==> src/rtl/dart_pkg.sv <==
// Shared types and constants for the dart thrower stimulus engine.
package dart_pkg;

  typedef enum logic [2:0] {
    StIdle,
    StWarmup,
    StThrow,
    StWaitDone,
    StGap,
    StFinish
  } dart_state_e;

  localparam logic [1:0] WINNER_NONE = 2'b00;
  localparam logic [1:0] WINNER_P1   = 2'b01;
  localparam logic [1:0] WINNER_P2   = 2'b10;
  localparam logic [1:0] WINNER_ERR  = 2'b11;

  localparam int unsigned BOARD_DIM     = 10;
  localparam int unsigned WARMUP_CYCLES = 2;

  // Fold a 4-bit LFSR nibble onto the 0..9 board range.
  function automatic logic [3:0] to_coord(input logic [3:0] v);
    return (v >= 4'(BOARD_DIM)) ? v - 4'(BOARD_DIM) : v;
  endfunction

endpackage

==> src/rtl/dart_lfsr8.sv <==
// 8-bit Fibonacci LFSR (taps 8,6,5,4), shifting left with feedback into bit 0.
module dart_lfsr8 (
  input  logic       clk,
  input  logic       reset,
  input  logic [7:0] seed,
  input  logic       step,
  output logic [7:0] q
);

  logic [7:0] lfsr_q;
  logic [7:0] lfsr_d;

  // Next value: shift left, XOR of taps 8,6,5,4 enters at bit 0.
  always_comb begin
    lfsr_d = lfsr_q;
    if (step) begin
      lfsr_d = {lfsr_q[6:0], lfsr_q[7] ^ lfsr_q[5] ^ lfsr_q[4] ^ lfsr_q[3]};
    end
  end

  // State register; reset reloads the (nonzero) seed.
  always_ff @(posedge clk or negedge reset) begin
    if (!reset) begin
      lfsr_q <= seed;
    end else begin
      lfsr_q <= lfsr_d;
    end
  end

  assign q = lfsr_q;

endmodule

==> src/rtl/dart_thrower.sv <==
// Player-side stimulus engine: alternates players, throws pseudo-random darts and
// waits for the scoring machine's done handshake until the game ends.
module dart_thrower #(
  parameter int unsigned TIMEOUT    = 16,
  parameter int unsigned MAX_THROWS = 1000,
  parameter int unsigned CNT_W      = 10,
  parameter logic [7:0]  SEED_X     = 8'hA5,
  parameter logic [7:0]  SEED_Y     = 8'h3C
) (
  input  logic             clk,
  input  logic             reset,
  input  logic             start_i,
  input  logic             player_1_done_i,
  input  logic             player_2_done_i,
  input  logic             game_set_i,
  input  logic             player_1_win_i,
  input  logic             player_2_win_i,
  output logic             dart_come_o,
  output logic [3:0]       dart_position_x_o,
  output logic [3:0]       dart_position_y_o,
  output logic             current_player_o,
  output logic [CNT_W-1:0] throw_count_o,
  output logic             game_over_o,
  output logic [1:0]       winner_o
);

  import dart_pkg::*;

  localparam int unsigned TimerW = (TIMEOUT > 2) ? $clog2(TIMEOUT) : 1;

  dart_state_e       state_q, state_d;
  logic [1:0]        warm_q, warm_d;
  logic [TimerW-1:0] timer_q, timer_d;
  logic [TimerW-1:0] timer_inc;
  logic [CNT_W-1:0]  count_q, count_d;
  logic [3:0]        x_q, x_d;
  logic [3:0]        y_q, y_d;
  logic              come_q, come_d;
  logic              player_q, player_d;
  logic              over_q, over_d;
  logic [1:0]        winner_q, winner_d;

  logic       lfsr_step;
  logic [7:0] lfsr_x;
  logic [7:0] lfsr_y;
  logic       launch;
  logic       new_game;
  logic       done_match;
  logic       done_other;
  logic       done_both;
  logic [1:0] win_claim;

  dart_lfsr8 u_lfsr_x (
    .clk   (clk),
    .reset (reset),
    .seed  (SEED_X),
    .step  (lfsr_step),
    .q     (lfsr_x)
  );

  dart_lfsr8 u_lfsr_y (
    .clk   (clk),
    .reset (reset),
    .seed  (SEED_Y),
    .step  (lfsr_step),
    .q     (lfsr_y)
  );

  assign done_match = player_q ? player_2_done_i : player_1_done_i;
  assign done_other = player_q ? player_1_done_i : player_2_done_i;
  assign done_both  = player_1_done_i & player_2_done_i;
  assign win_claim  = {player_2_win_i, player_1_win_i};
  assign timer_inc  = timer_q + 1'b1;

  // Next-state and registered-output logic for the turn sequencer.
  always_comb begin
    state_d   = state_q;
    warm_d    = warm_q;
    timer_d   = timer_q;
    count_d   = count_q;
    x_d       = x_q;
    y_d       = y_q;
    come_d    = 1'b0;
    player_d  = player_q;
    over_d    = over_q;
    winner_d  = winner_q;
    lfsr_step = 1'b0;
    launch    = 1'b0;
    new_game  = 1'b0;

    unique case (state_q)
      StIdle: begin
        if (start_i) new_game = 1'b1;
      end
      StWarmup: begin
        if (warm_q == 2'(WARMUP_CYCLES - 1)) begin
          launch = 1'b1;
        end else begin
          warm_d = warm_q + 1'b1;
        end
      end
      StThrow: begin
        state_d = StWaitDone;
        timer_d = '0;
      end
      StWaitDone: begin
        if (done_both || done_other) begin
          winner_d = WINNER_ERR;
          over_d   = 1'b1;
          state_d  = StFinish;
        end else if (done_match) begin
          if (game_set_i) begin
            // A game_set naming nobody or both players is treated as a protocol error.
            winner_d = (win_claim == 2'b00 || win_claim == 2'b11) ? WINNER_ERR : win_claim;
            over_d   = 1'b1;
            state_d  = StFinish;
          end else if (count_q == CNT_W'(MAX_THROWS)) begin
            winner_d = WINNER_NONE;
            over_d   = 1'b1;
            state_d  = StFinish;
          end else begin
            player_d = ~player_q;
            state_d  = StGap;
          end
        end else if (timer_inc == TimerW'(TIMEOUT - 1)) begin
          // Lands in FINISH exactly TIMEOUT cycles after the dart pulse.
          winner_d = WINNER_ERR;
          over_d   = 1'b1;
          state_d  = StFinish;
        end else begin
          timer_d = timer_inc;
        end
      end
      StGap: begin
        launch = 1'b1;
      end
      StFinish: begin
        if (start_i) new_game = 1'b1;
      end
      default: begin
        state_d = StIdle;
      end
    endcase

    if (new_game) begin
      state_d  = StWarmup;
      warm_d   = '0;
      count_d  = '0;
      winner_d = WINNER_NONE;
      player_d = 1'b0;
      over_d   = 1'b0;
    end

    // Position and pulse are registered on entry to THROW so they are valid during it.
    if (launch) begin
      state_d   = StThrow;
      come_d    = 1'b1;
      x_d       = to_coord(lfsr_x[3:0]);
      y_d       = to_coord(lfsr_y[3:0]);
      lfsr_step = 1'b1;
      count_d   = count_q + 1'b1;
    end
  end

  // State and output registers.
  always_ff @(posedge clk or negedge reset) begin
    if (!reset) begin
      state_q  <= StIdle;
      warm_q   <= '0;
      timer_q  <= '0;
      count_q  <= '0;
      x_q      <= '0;
      y_q      <= '0;
      come_q   <= 1'b0;
      player_q <= 1'b0;
      over_q   <= 1'b0;
      winner_q <= WINNER_NONE;
    end else begin
      state_q  <= state_d;
      warm_q   <= warm_d;
      timer_q  <= timer_d;
      count_q  <= count_d;
      x_q      <= x_d;
      y_q      <= y_d;
      come_q   <= come_d;
      player_q <= player_d;
      over_q   <= over_d;
      winner_q <= winner_d;
    end
  end

  assign dart_come_o       = come_q;
  assign dart_position_x_o = x_q;
  assign dart_position_y_o = y_q;
  assign current_player_o  = player_q;
  assign throw_count_o     = count_q;
  assign game_over_o       = over_q;
  assign winner_o          = winner_q;

endmodule

==> config.mk <==
export PLATFORM = sky130hd
export DESIGN_NAME = dart_thrower
export DESIGN_NICKNAME = d
export VERILOG_FILES = /design/src/rtl/dart_pkg.sv /design/src/rtl/dart_lfsr8.sv /design/src/rtl/dart_thrower.sv
export SDC_FILE = /design/constraint.sdc
export NUM_CORES = 1
export LEC_CHECK = 0
export ABC_AREA = 1
export ABC_CLOCK_PERIOD_IN_PS = 2000
export BUFFER_PORTS_ARGS = -buffer_cell sky130_fd_sc_hd__buf_2
export CAP_MARGIN = 10
export CORE_ASPECT_RATIO = 1.25
export CORE_MARGIN = 5
export CORE_UTILIZATION = 60
export CTS_BUF_LIST = sky130_fd_sc_hd__clkbuf_8
export DETAILED_ROUTE_END_ITERATION = 8
export PLACE_DENSITY = 0.82
export SYNTH_ARGS = -nofsm -noshare
export SYNTH_HDL_FRONTEND = slang
export SYNTH_SLANG_ARGS = --single-unit
==> constraint.sdc <==
create_clock -name clk -period 2 [get_ports clk]
set_input_delay 0.1 -clock clk [delete_from_list [all_inputs] [get_ports clk]]
set_output_delay 0.1 -clock clk [all_outputs]
set_load 0.005 [all_outputs]
Yosys cells after proc, flatten, opt, wreduce, memory -nomap -nowiden:

Index checks and enable logic that the tools add are counted.

* input bits: 8
* logic and storage cells: 110
* output and inout port bits: 23
* flip-flop bits (word level): 48

* $lt $le $gt $ge: 2
* $add $sub $neg: 5
* bitwise logic cells: 8
* equal/unequal tests: 19
* mux-type cells: 47
* reduce and logical (&&, ||, !) cells: 17

Operator list (count)
* 2-to-1 mux 2 bit: 11
* 2-to-1 mux 1 bit: 21
* 2-to-1 mux 10 bit: 2
* 2-to-1 mux 4 bit: 5
* 2-to-1 mux 3 bit: 5
* != test 2 bit (second input constant): 6
* adder 10 x 1 -> 10 bit (second input constant): 1
* == test 10 bit (second input constant): 1
* nonzero test 2 bit: 5
* one-hot mux 3 bit (3 select lines): 1
* greater-or-equal comparator 4 bit (second input constant): 2
* one-hot mux 4 bit (2 select lines): 1
* subtractor 4 bit (second input constant): 2
* == test 3 x 2 -> 1 bit (second input constant): 2
* == test 3 bit (second input constant): 2
* != test 6 bit (second input constant): 1
* XOR 1 bit: 6
* != test 5 x 3 -> 1 bit (second input constant): 1
* AND reduction 5 bit: 1
* adder 4 x 1 -> 4 bit (second input constant): 1
* == test 4 bit (second input constant): 1
* AND reduction 2 bit: 2
* AND reduction 4 bit: 1
* nonzero test 4 bit: 1
* 15 further kinds: 16

Depth between registers and ports, before layout:

Gate-level depths: netlist of the first run.

* depth in word-level cells: 8
* depth in mapped cells: 11
* gate-level depth less buffers: 11

Least setup slack after synthesis of the first run:

OpenSTA, ideal clock, no wires.

* path kind: reg2reg
* from: register count_q[0] (netlist: throw_count_o[0])
* to: register state_q[0]
* arrival time: 1.306 ns
* stages on the path, launching flop included: 12
* clock period less this slack: 1.423 ns
* buffers on the path: 1
* setup slack: 0.577 ns
* library setup time: 0.117 ns
* data required time: 1.883 ns
* cells stage by stage: dfrtp_1 > clkbuf_1 > inv_1 > ha_1 > inv_1 > nor3_1 > nand2_1 > nand2_1 > nand2_1 > nand3_1 > nand2_1 > nand2_1

* longest elaborated chain between the ends: 8

Ends and longest elaborated chain
* start: declaration: line dart_thrower.sv:35 `logic [CNT_W-1:0] count_q, count_d;`
* start signal: assignment: line dart_thrower.sv:182 `count_q <= count_d;`
* == test 10 bit: line dart_thrower.sv:117 `end else if (count_q == CNT_W'(MAX_THROWS)) begin`
* 2-to-1 mux 1 bit: line dart_thrower.sv:117
* 2-to-1 mux 1 bit: line dart_thrower.sv:112 `if (game_set_i) begin`
* 2-to-1 mux 3 bit: line dart_thrower.sv:111 `end else if (done_match) begin`
* 2-to-1 mux 3 bit: line dart_thrower.sv:107 `if (done_both || done_other) begin`
* one-hot mux 3 bit (3 select lines): line dart_thrower.sv:91 `unique case (state_q)`
* 2-to-1 mux 3 bit: line dart_thrower.sv:145 `if (new_game) begin`
* 2-to-1 mux 3 bit: line dart_thrower.sv:155 `if (launch) begin`
* end signal: assignment: line dart_thrower.sv:168 `state_q <= StIdle;`
* end signal: assignment: line dart_thrower.sv:179 `state_q <= state_d;`
* end: declaration: line dart_thrower.sv:31 `dart_state_e state_q, state_d;`

Every way passes these cells.
A chain may end at the register's enable or synchronous reset.

Worst setup path after layout of the first run:

* from: register state_q[0]
* to: register count_q[8] (netlist: throw_count_o[8])

* longest elaborated chain between the ends: 4
* elaborated cells between the ends (all ways): 9
* those cells by class: eq/ne (3); mux (3); reduce/logical (3)

Ends and longest elaborated chain (line)
* == test 3 bit or logical NOT 3 bit (tied branches): dart_thrower.sv:91
* OR reduction 2 bit (no line)
* 2-to-1 mux 1 bit
* nonzero test 2 bit (no line)

Parallel ways exist; a longest one is shown, timed or not.

==> out/metrics.cfg, run 1 <==
[timing]
slew_headroom = 0.685
finalWorstSetupSlack_ps = 356
worstMarginPinSlew_ps = 471
setup_violations = 0
min_period_over_period = 0.822
rsz0062_at_grt = no
drv_slew = 0
fin_crit_ps = 1640
finClkSkew_ps = 6.81
clock.fmax_ghz = 0.608
tns_ps = 0
hold_viol = 0

[floorplanning]
ios = 31
die_area_sq_um = 5510
initial_core_util = 0.613
die_width_um = 67.4
rows = 26
fp.coreArea_sq_um = 4030
die_y_um = 81.8

[global_route]
grt_max_degree = 47
grt_overflow = 0
grtUsageTotal = 0.204
grt_pass1_vias = 2049
antenna_found_initial = 0
grt_pass1_wl_um = 8520

[final_layout]
num_antenna_cells = 0
area_delta_synth_final_pct = 13.3
final_common_cell = nand2_1
nets = 343
drive_gt1_frac = 0.225
final_cell_mix = nand2_1, dfrtp_1, inv_1

[critical_path]
crit_path_end = throw_count_o[8]
reg2reg_from = state_q[0]
path_max_fanout = 27
start_kind = register
endpoint_kind = register
rr_worst_depth = 7
r2r_end = throw_count_o[8]
crit_required_ps = 2190
crit_start = state_q[0]
worstSetupPathType = reg2reg
reg2reg_slack_ps = 360
cp_data_arrival_time_ps = 1830

[logic_synthesis]
syn-mean-instance-area_sq_um = 8.36
ys_warn_count = 0
syn_nets = 311
seq_area_frac_synth = 0.469
syn_inst = 296
synthDistinctLibCells = 35
syn_area_sq_um = 2470
ys_ff_latch = 46

[clock_tree]
post_cts_buffers = 0
cts_tree = done
htree_levels = 2
cts_buffer_depth = 2
clock_latency_ps = 300
cts.sinks = 46
numCtsBuffers = 5
cts-root-buf = clkbuf_8
path_clk_slew_ps = 80

[route]
drtPass1Iterations = 4
viasPerCell = 5.14
drt_iter0_markers = 116
routedWlPerCell_um = 12.5
vias = 1979
wl_um = 4810
postRouteAntennaNets = 0
drc = 0

[placed_design]
port_buffers = 30
gp_congestion = 0.855
dpl_worst_slack_ps = 357
dpl.hpwl_um = 3440

[run]
cap_viol_max_count = 0

[power]
power_switching_mw = 1.10
leakage_nw = 1.33
max-vdd-ir-drop_mv = 0.643
p_int_mw = 1.89
seqPwrFrac = 0.396
p_per_area_nw_per_um2 = 1070
switching_share = 0.368
p_clk_frac = 0.275
p_comb_frac = 0.330

[run_status]
status = finished clean

[min_path]
min_path_cells = 6
worstHoldPathType = in2reg

## per-layer routing
| metal | routed length, um | GRT usage |
|---|---|---|
| met1 | 2040 | 0.229 |
| met2 | 2540 | 0.362 |
| met3 | 156 | 0.0451 |
| met4 | 76 | 0.0933 |
| met5 | 0 | 0 |
## per-stage QoR
stage                     instances  cell area [sq um]  total power, mW  hold slack, ps  utilization
after floorplan                 296               2470             1.98            -196            -
after detailed placement        376               2660             2.19             102        0.658
after CTS                       385               2800             3.02             201        0.695
final                           385               2800             2.99             199        0.695
after global placement          376               2660             2.16            96.9        0.658
after global routing            385               2800             3.21             230        0.695
## sequential cells by signal (all words and copies together) (netlist names)
signal,cells
throw_count_o,10
u_lfsr_x.q,7
u_lfsr_y.q,7
dart_position_x_o,4
dart_position_y_o,4
timer_q,4
state_q,3
warm_q,2
winner_o,2
current_player_o,1
dart_come_o,1
game_over_o,1
## area by class of cell
type / instances / area, sq um
clock buffers: 5 / 68.8
flip-flops and latches: 46 / 1160
fillers: 353 / 1230
inverters: 42 / 160
multi-input cells: 200 / 1090
repair buffers: 33 / 188
clock inverters: 3 / 68.8
well taps: 56 / 70.1
## cell usage after synthesis (all sizes together)
cell | count | area share
or2 | 1 | 0.0025
a211oi | 1 | 0.0030
buf | 7 | 0.025
ha | 7 | 0.035
nand3b | 1 | 0.0030
o22ai | 5 | 0.020
a31o | 1 | 0.0035
nand4 | 6 | 0.015
inv | 42 | 0.065
nor3 | 8 | 0.018
o21ai | 33 | 0.074
dfrtp | 38 | 0.38
a21oi | 6 | 0.012
xor2 | 7 | 0.025
nor2 | 24 | 0.047
nand2 | 77 | 0.12
xnor2 | 2 | 0.0071
dfstp | 8 | 0.085
clkbuf | 1 | 0.0015
nand3 | 18 | 0.042
o21bai | 3 | 0.0091
## worst min-delay path by stage
stage	slack, ps	start	end
after floorplan	-200	reset	current_player_o
after global placement	100	reset	timer_q[2]
after detailed placement	100	reset	timer_q[2]
after CTS	200	game_set_i	winner_o[0]
after global routing	230	game_set_i	winner_o[0]
final	200	player_1_win_i	winner_o[1]
## power groups by stage
stage	Combinational, mW	Clock [mW]	Sequential [mW]
finish	0.985	0.821	1.18
global placement	0.969	0	1.19
global route	1.13	0.879	1.20
detailed placement	0.994	0	1.20
floorplan	0.796	0	1.18
CTS	1.00	0.837	1.18
## worst max-delay path, stage by stage (launching register included)
cell	delay (ps)
dfrtp_1	470
nand2_2	110
nor2_2	100
nand2_2	50
nand2_2	200
inv_2	250
nor3_1	250
o21ai_0	100
## kinds of logic after synthesis
| kind of cell | after synthesis | synth area share |
|---|---|---|
| fa+ha+maj | 7 | 0.0354 |
| simple gates | 135 | 0.249 |
| compound gates | 49 | 0.122 |
| flops | 46 | 0.469 |
| xor+xnor | 9 | 0.0319 |
| buf+inv | 50 | 0.0915 |
## timing repair
item	in CTS	in global routing
hold buffers	1	0
resized for setup	0	0
hold endpoints to repair	38	0
No activity file was read; power rests on OpenSTA's default activity.
==> inputs of run 2 (changes only) <==
- ABC_CLOCK_PERIOD_IN_PS: 2000 -> 1500
- CORE_UTILIZATION: 60 -> 54
- PLACE_DENSITY: 0.82 -> 0.78
- clock period: 2 -> 1.5 ns (I/O delays scaled with it)
==> out/metrics.cfg, run 2 (synthesis results as in run 1) <==
[clock_tree]
clock_latency_ps = 300  ; about the same
cts_tree = done
htree_levels = 2  ; unchanged
cts-root-buf = clkbuf_8
cts_buffer_depth = 2  ; unchanged
numCtsBuffers = 5  ; unchanged
cts.sinks = 46  ; unchanged
path_clk_slew_ps = 90  ; about the same

[critical_path]
cp_data_arrival_time_ps = 1630  ; -200 ps
crit_start = state_q[0]
crit_required_ps = 1670  ; -520 ps
worstSetupPathType = reg2reg
endpoint_kind = register
reg2reg_from = state_q[0]
path_max_fanout = 8  ; -70%
start_kind = register

[floorplanning]
die_area_sq_um = 6040  ; +9.6%
ios = 31  ; unchanged
fp.coreArea_sq_um = 4430  ; +9.7%
rows = 27  ; +3.8%
die_y_um = 85.7  ; +4.8%
initial_core_util = 0.559  ; -0.0543
die_width_um = 70.5  ; +4.6%

[global_route]
antenna_found_initial = 0  ; unchanged
globalRouteMet3Util = 0.0387  ; -0.00646
use_met2 = 0.319  ; -0.0424
grt_max_degree = 21  ; -55%
busiest_layer = met2
grt_pass1_vias = 2164  ; +5.6%
grtUsageTotal = 0.185  ; -0.0183
grt_overflow = 0  ; unchanged
grt_pass1_wl_um = 9170  ; +7.6%
met1_usage = 0.220  ; -0.00888

[timing]
finClkSkew_ps = 9.97  ; +3.16 ps
finalWorstSetupSlack_ps = 43.3  ; -313 ps
slew_headroom = 0.698  ; +0.0128
hold_viol = 0  ; unchanged
min_period_over_period = 0.971  ; +0.149
fin_crit_ps = 1460  ; -187 ps
tns_ps = 0  ; unchanged
worstMarginPinSlew_ps = 453  ; -18.5 ps
clock.fmax_ghz = 0.686  ; +13%
setup_violations = 0  ; unchanged
drv_slew = 0  ; unchanged
rsz0062_at_grt = yes

[final_layout]
final_cell_area_sq_um = 2970  ; +5.9%
largest_register_ffs = 10  ; unchanged
final_common_cell = nand2_1
nets = 358  ; +4.4%
num_antenna_cells = 0  ; unchanged
fin_util = 0.671  ; -0.0239
final_cell_mix = nand2_1, dfrtp_1, inv_1
drive_gt1_frac = 0.317  ; +0.0919
area_delta_synth_final_pct = 20.0

[route]
routedWlPerCell_um = 13.1  ; +5.2%
drtPass1Iterations = 4  ; unchanged
wl_um = 5280  ; +9.9%
viasPerCell = 5.18  ; +0.85%
drt_iter0_markers = 126  ; +8.6%
drc = 0  ; unchanged
vias = 2084  ; +5.3%
postRouteAntennaNets = 0  ; unchanged

[run_status]
status = finished clean

[power]
max-vdd-ir-drop_mv = 0.881  ; +37%
finalPower_mw = 3.99  ; +33%
p_per_area_nw_per_um2 = 1340  ; +26%
leakage_nw = 1.41  ; +5.6%

[min_path]
hold_start = player_1_win_i
worstHoldPathType = in2reg

[placed_design]
dpl.hpwl_um = 3670  ; +6.8%
dpl_cell_area_sq_um = 2730  ; +2.6%
dpl_worst_slack_ps = -21.2  ; -379 ps
port_buffers = 30  ; unchanged
gp_congestion = 0.859  ; +0.46%

[run]
cap_viol_max_count = 0  ; unchanged

-- run 2: changes by cell type in the layout (fill, tap and decap cells not counted), moves of 3 or more --
cell,before,now
o21ai_1,7,10
nand2_2,4,11
nand3_1,15,12
buf_4,1,15
nand2_1,73,65
o21ai_0,21,18
-- run 2: metal layers --
metal | wire length, um | vias up
met3 | 176 | 12
met4 | 121 | 0
met5 | 0 | -
met2 | 2690 | 44
li1 | - | 1040
met1 | 2300 | 988
-- run 2: stage by stage --
stage / hold WS (ps) / std cells
final: 158 / 402
after global placement: 42.8 / 387
after CTS: 134 / 396
after floorplan: -221 / 296
after global routing: 226 / 402
after detailed placement: 48.4 / 387
-- run 2: final timing paths --
check,end,slack [ps],depth (start not counted)
worst min-delay path,winner_o[1],160,6
worst max-delay path,throw_count_o[6],40,6
worst max register to register,throw_count_o[6],40,6
worst min register to register,game_over_o,470,2
min in group asynchronous,game_over_o,250,2
max in group asynchronous,u_lfsr_x.q[5],600,3
-- run 2: critical path, stage by stage (launching register included) --
cell,delay [ps]
dfrtp_1,450
o21ai_0,230
nand3_2,210
inv_2,170
nor2_8,70
inv_4,110
o22ai_2,90
-- run 2: repair_timing --
item | 4_1_cts | 5_1_grt
hold endpoints to repair | 16 | 0
pin swaps | 0 | 11
resized for setup | 2 | 30
endpoints found under the setup margin | 6 | 20
hold buffers | 1 | 0
setup buffers | 0 | 6
-- run 2: where the power goes --
group / switching, mW / leakage, nW / total [mW] / internal [mW]
registers: 0.146 / 0.597 / 1.57 / 1.42
clock network: 0.407 / 0.0524 / 0.773 / 0.365
logic: 1.02 / 0.760 / 1.65 / 0.626
total: 1.57 / 1.41 / 3.99 / 2.42
-- run 2: cell type report --
class                           count  area [sq um]
Fill cell                         361          1460
Multi-Input combinational cell    200          1180
Sequential cell                    46          1160
Timing Repair Buffer               48           304
Inverter                           42           163
Clock buffer                        6          82.6
Tap cell                           58          72.6
Clock inverter                      2          8.76
==> inputs of run 3 (changes only) <==
--- a/config.mk
+++ b/config.mk
@@ -9,3 +9,3 @@
 export ABC_CLOCK_PERIOD_IN_PS = 1500
-export BUFFER_PORTS_ARGS = -buffer_cell sky130_fd_sc_hd__buf_2
+export BUFFER_PORTS_ARGS = -buffer_cell sky130_fd_sc_hd__clkbuf_2
 export CAP_MARGIN = 10
--- a/constraint.sdc
+++ b/constraint.sdc
@@ -3,2 +3,2 @@
 set_output_delay 0.075 -clock clk [all_outputs]
-set_load 0.005 [all_outputs]
+set_load 0.02 [all_outputs]
==> out/metrics.cfg, run 3 (synthesis results as in run 1) <==
[run_status]
status = finished clean

[route]
wl_met1_um = 2230  ; -3.0%
drc = 0  ; unchanged
drt_iter0_markers = 72  ; -43%
wl_um = 4990  ; -5.6%
viasPerCell = 5.15  ; -0.71%
vias = 2064  ; -0.96%
top_layer = met4
routedWlPerCell_um = 12.4  ; -5.4%
wl_met3_um = 186  ; +5.7%
drtPass1Iterations = 4  ; unchanged
postRouteAntennaNets = 0  ; unchanged
wl_met2_um = 2470  ; -7.9%

[floorplanning]
initial_core_util = 0.559  ; unchanged
die_area_sq_um = 6040  ; unchanged
fp.coreArea_sq_um = 4430  ; unchanged
die_width_um = 70.5  ; unchanged
die_y_um = 85.7  ; unchanged
ios = 31  ; unchanged
rows = 27  ; unchanged

[clock_tree]
cts.sinks = 46  ; unchanged
path_clk_slew_ps = 80  ; about the same
cts-root-buf = clkbuf_8
clock_latency_ps = 300  ; about the same
cts_tree = done
cts_buffer_depth = 2  ; unchanged
htree_levels = 2  ; unchanged
numCtsBuffers = 5  ; unchanged

[timing]
drv_slew = 0  ; unchanged
worstMarginPinSlew_ps = 586  ; +133 ps
hold_viol = 0  ; unchanged
min_period_over_period = 0.977  ; +0.00622
finalWorstSetupSlack_ps = 34.0  ; -9.33 ps
clock.fmax_ghz = 0.682  ; -0.64%
tns_ps = 0  ; unchanged
rsz0062_at_grt = yes
slew_headroom = 0.610  ; -0.0884
fin_crit_ps = 1470  ; +9.33 ps
setup_violations = 0  ; unchanged
finClkSkew_ps = 4.28  ; -5.69 ps

[run]
cap_viol_max_count = 0  ; unchanged

[final_layout]
final_common_cell = nand2_1
num_antenna_cells = 0  ; unchanged
largest_register_ffs = 10  ; unchanged
fin_util = 0.675  ; +0.00368
drive_gt1_frac = 0.315  ; -0.00199
final_cell_mix = nand2_1, dfrtp_1, inv_1
nets = 357  ; -0.28%
area_delta_synth_final_pct = 20.7
n_fill_cell = 368  ; +1.9%

[critical_path]
critPathMaxStageDelay_ps = 470  ; +20 ps
endpoint_kind = register
worstSetupPathType = reg2reg
crit_family = simple AND/OR/NAND/NOR gates
cp_data_arrival_time_ps = 1690  ; +60 ps
path_max_fanout = 6  ; -2
crit_required_ps = 1730  ; +60 ps
cp_slowest_cell = dfrtp_1
start_kind = register
critical_path_buf_inv_count = 2  ; unchanged
crit_chain = inv_1 > nand2_1 > nor2_4 > nand3_4 > buf_6 > nor2_1 > o21bai_1

[power]
leakage_nw = 1.39  ; -1.5%
max-vdd-ir-drop_mv = 0.816  ; -7.4%
finalPower_mw = 4.28  ; +7.3%
p_per_area_nw_per_um2 = 1430  ; +6.7%

[global_route]
grtUsageTotal = 0.173  ; -0.0120
grt_overflow = 0  ; unchanged
grt_pass1_vias = 2028  ; -6.3%
antenna_found_initial = 0  ; unchanged
grt_pass1_wl_um = 8700  ; -5.1%
grt_max_degree = 47  ; +120%

[placed_design]
gp_congestion = 0.836  ; -2.7%
dpl.hpwl_um = 3490  ; -5.2%
dpl_worst_slack_ps = -34.6  ; -13.3 ps
port_buffers = 30  ; unchanged

[min_path]
worstHoldPathType = in2reg

## run 3: cell count changes in the layout (fill, tap and decap cells not counted), sizes merged
cell    previous run  this run
clkbuf             6        36
clkinv             1         0
bufinv             0         1
buf               47        16
## run 3: timing repair
action,CTS,global route
endpoints found under the hold margin,38,0
resized for setup,3,28
gates cloned,0,0
pin swaps,0,10
setup endpoints to repair,6,21
buffers inserted,0,6
hold buffers,1,0
## run 3: final timing paths
check	from	to	slack, ps	depth (start not counted)
hold reg to reg	winner_o[0]	winner_o[0]	470	2
hold / removal	player_1_win_i	winner_o[1]	160	6
setup reg to reg	state_q[2]	timer_q[1]	30	7
max in group asynchronous	reset	state_q[1]	690	3
setup / recovery	state_q[2]	timer_q[1]	30	7
min in group asynchronous	reset	timer_q[0]	390	3
## run 3: metrics by stage
step | cell area [sq um] | cells | hold WS (ps)
floorplan | 2470 | 296 | -221
global placement | 2720 | 386 | 195
detailed placement | 2720 | 386 | 196
CTS | 2860 | 395 | 152
global route | 2990 | 401 | 196
finish | 2990 | 401 | 158
## run 3: area by class of cell
type | count | area (sq um) | share of cell area
multi-input cells | 200 | 1170 | 0.394
clock inverters | 2 | 33.8 | 0.0113
clock buffers | 6 | 82.6 | 0.0277
well taps | 58 | 72.6 | 0.0243
repair buffers | 47 | 297 | 0.0993
inverters | 42 | 163 | 0.0545
flip-flops and latches | 46 | 1160 | 0.389
## run 3: where the power goes
group / internal [mW] / leakage (nW) / total, mW / switching [mW]
combinational: 0.618 / 0.728 / 1.76 / 1.14
sequential: 1.42 / 0.597 / 1.57 / 0.149
clock: 0.537 / 0.0626 / 0.947 / 0.411
total: 2.58 / 1.39 / 4.28 / 1.70
## run 3: tightest hold or removal path: cells and delay by family
family | cells | cell delay [ps]
AND/OR/NAND/NOR | 5 | 270
buffers and inverters | 1 | 80
## run 3: per-layer routing
metal / GRT usage / vias to the layer above
met5: 0 / -
met4: 0.0564 / 0
met3: 0.0363 / 8
met2: 0.316 / 46
met1: 0.202 / 966
li1: - / 1044
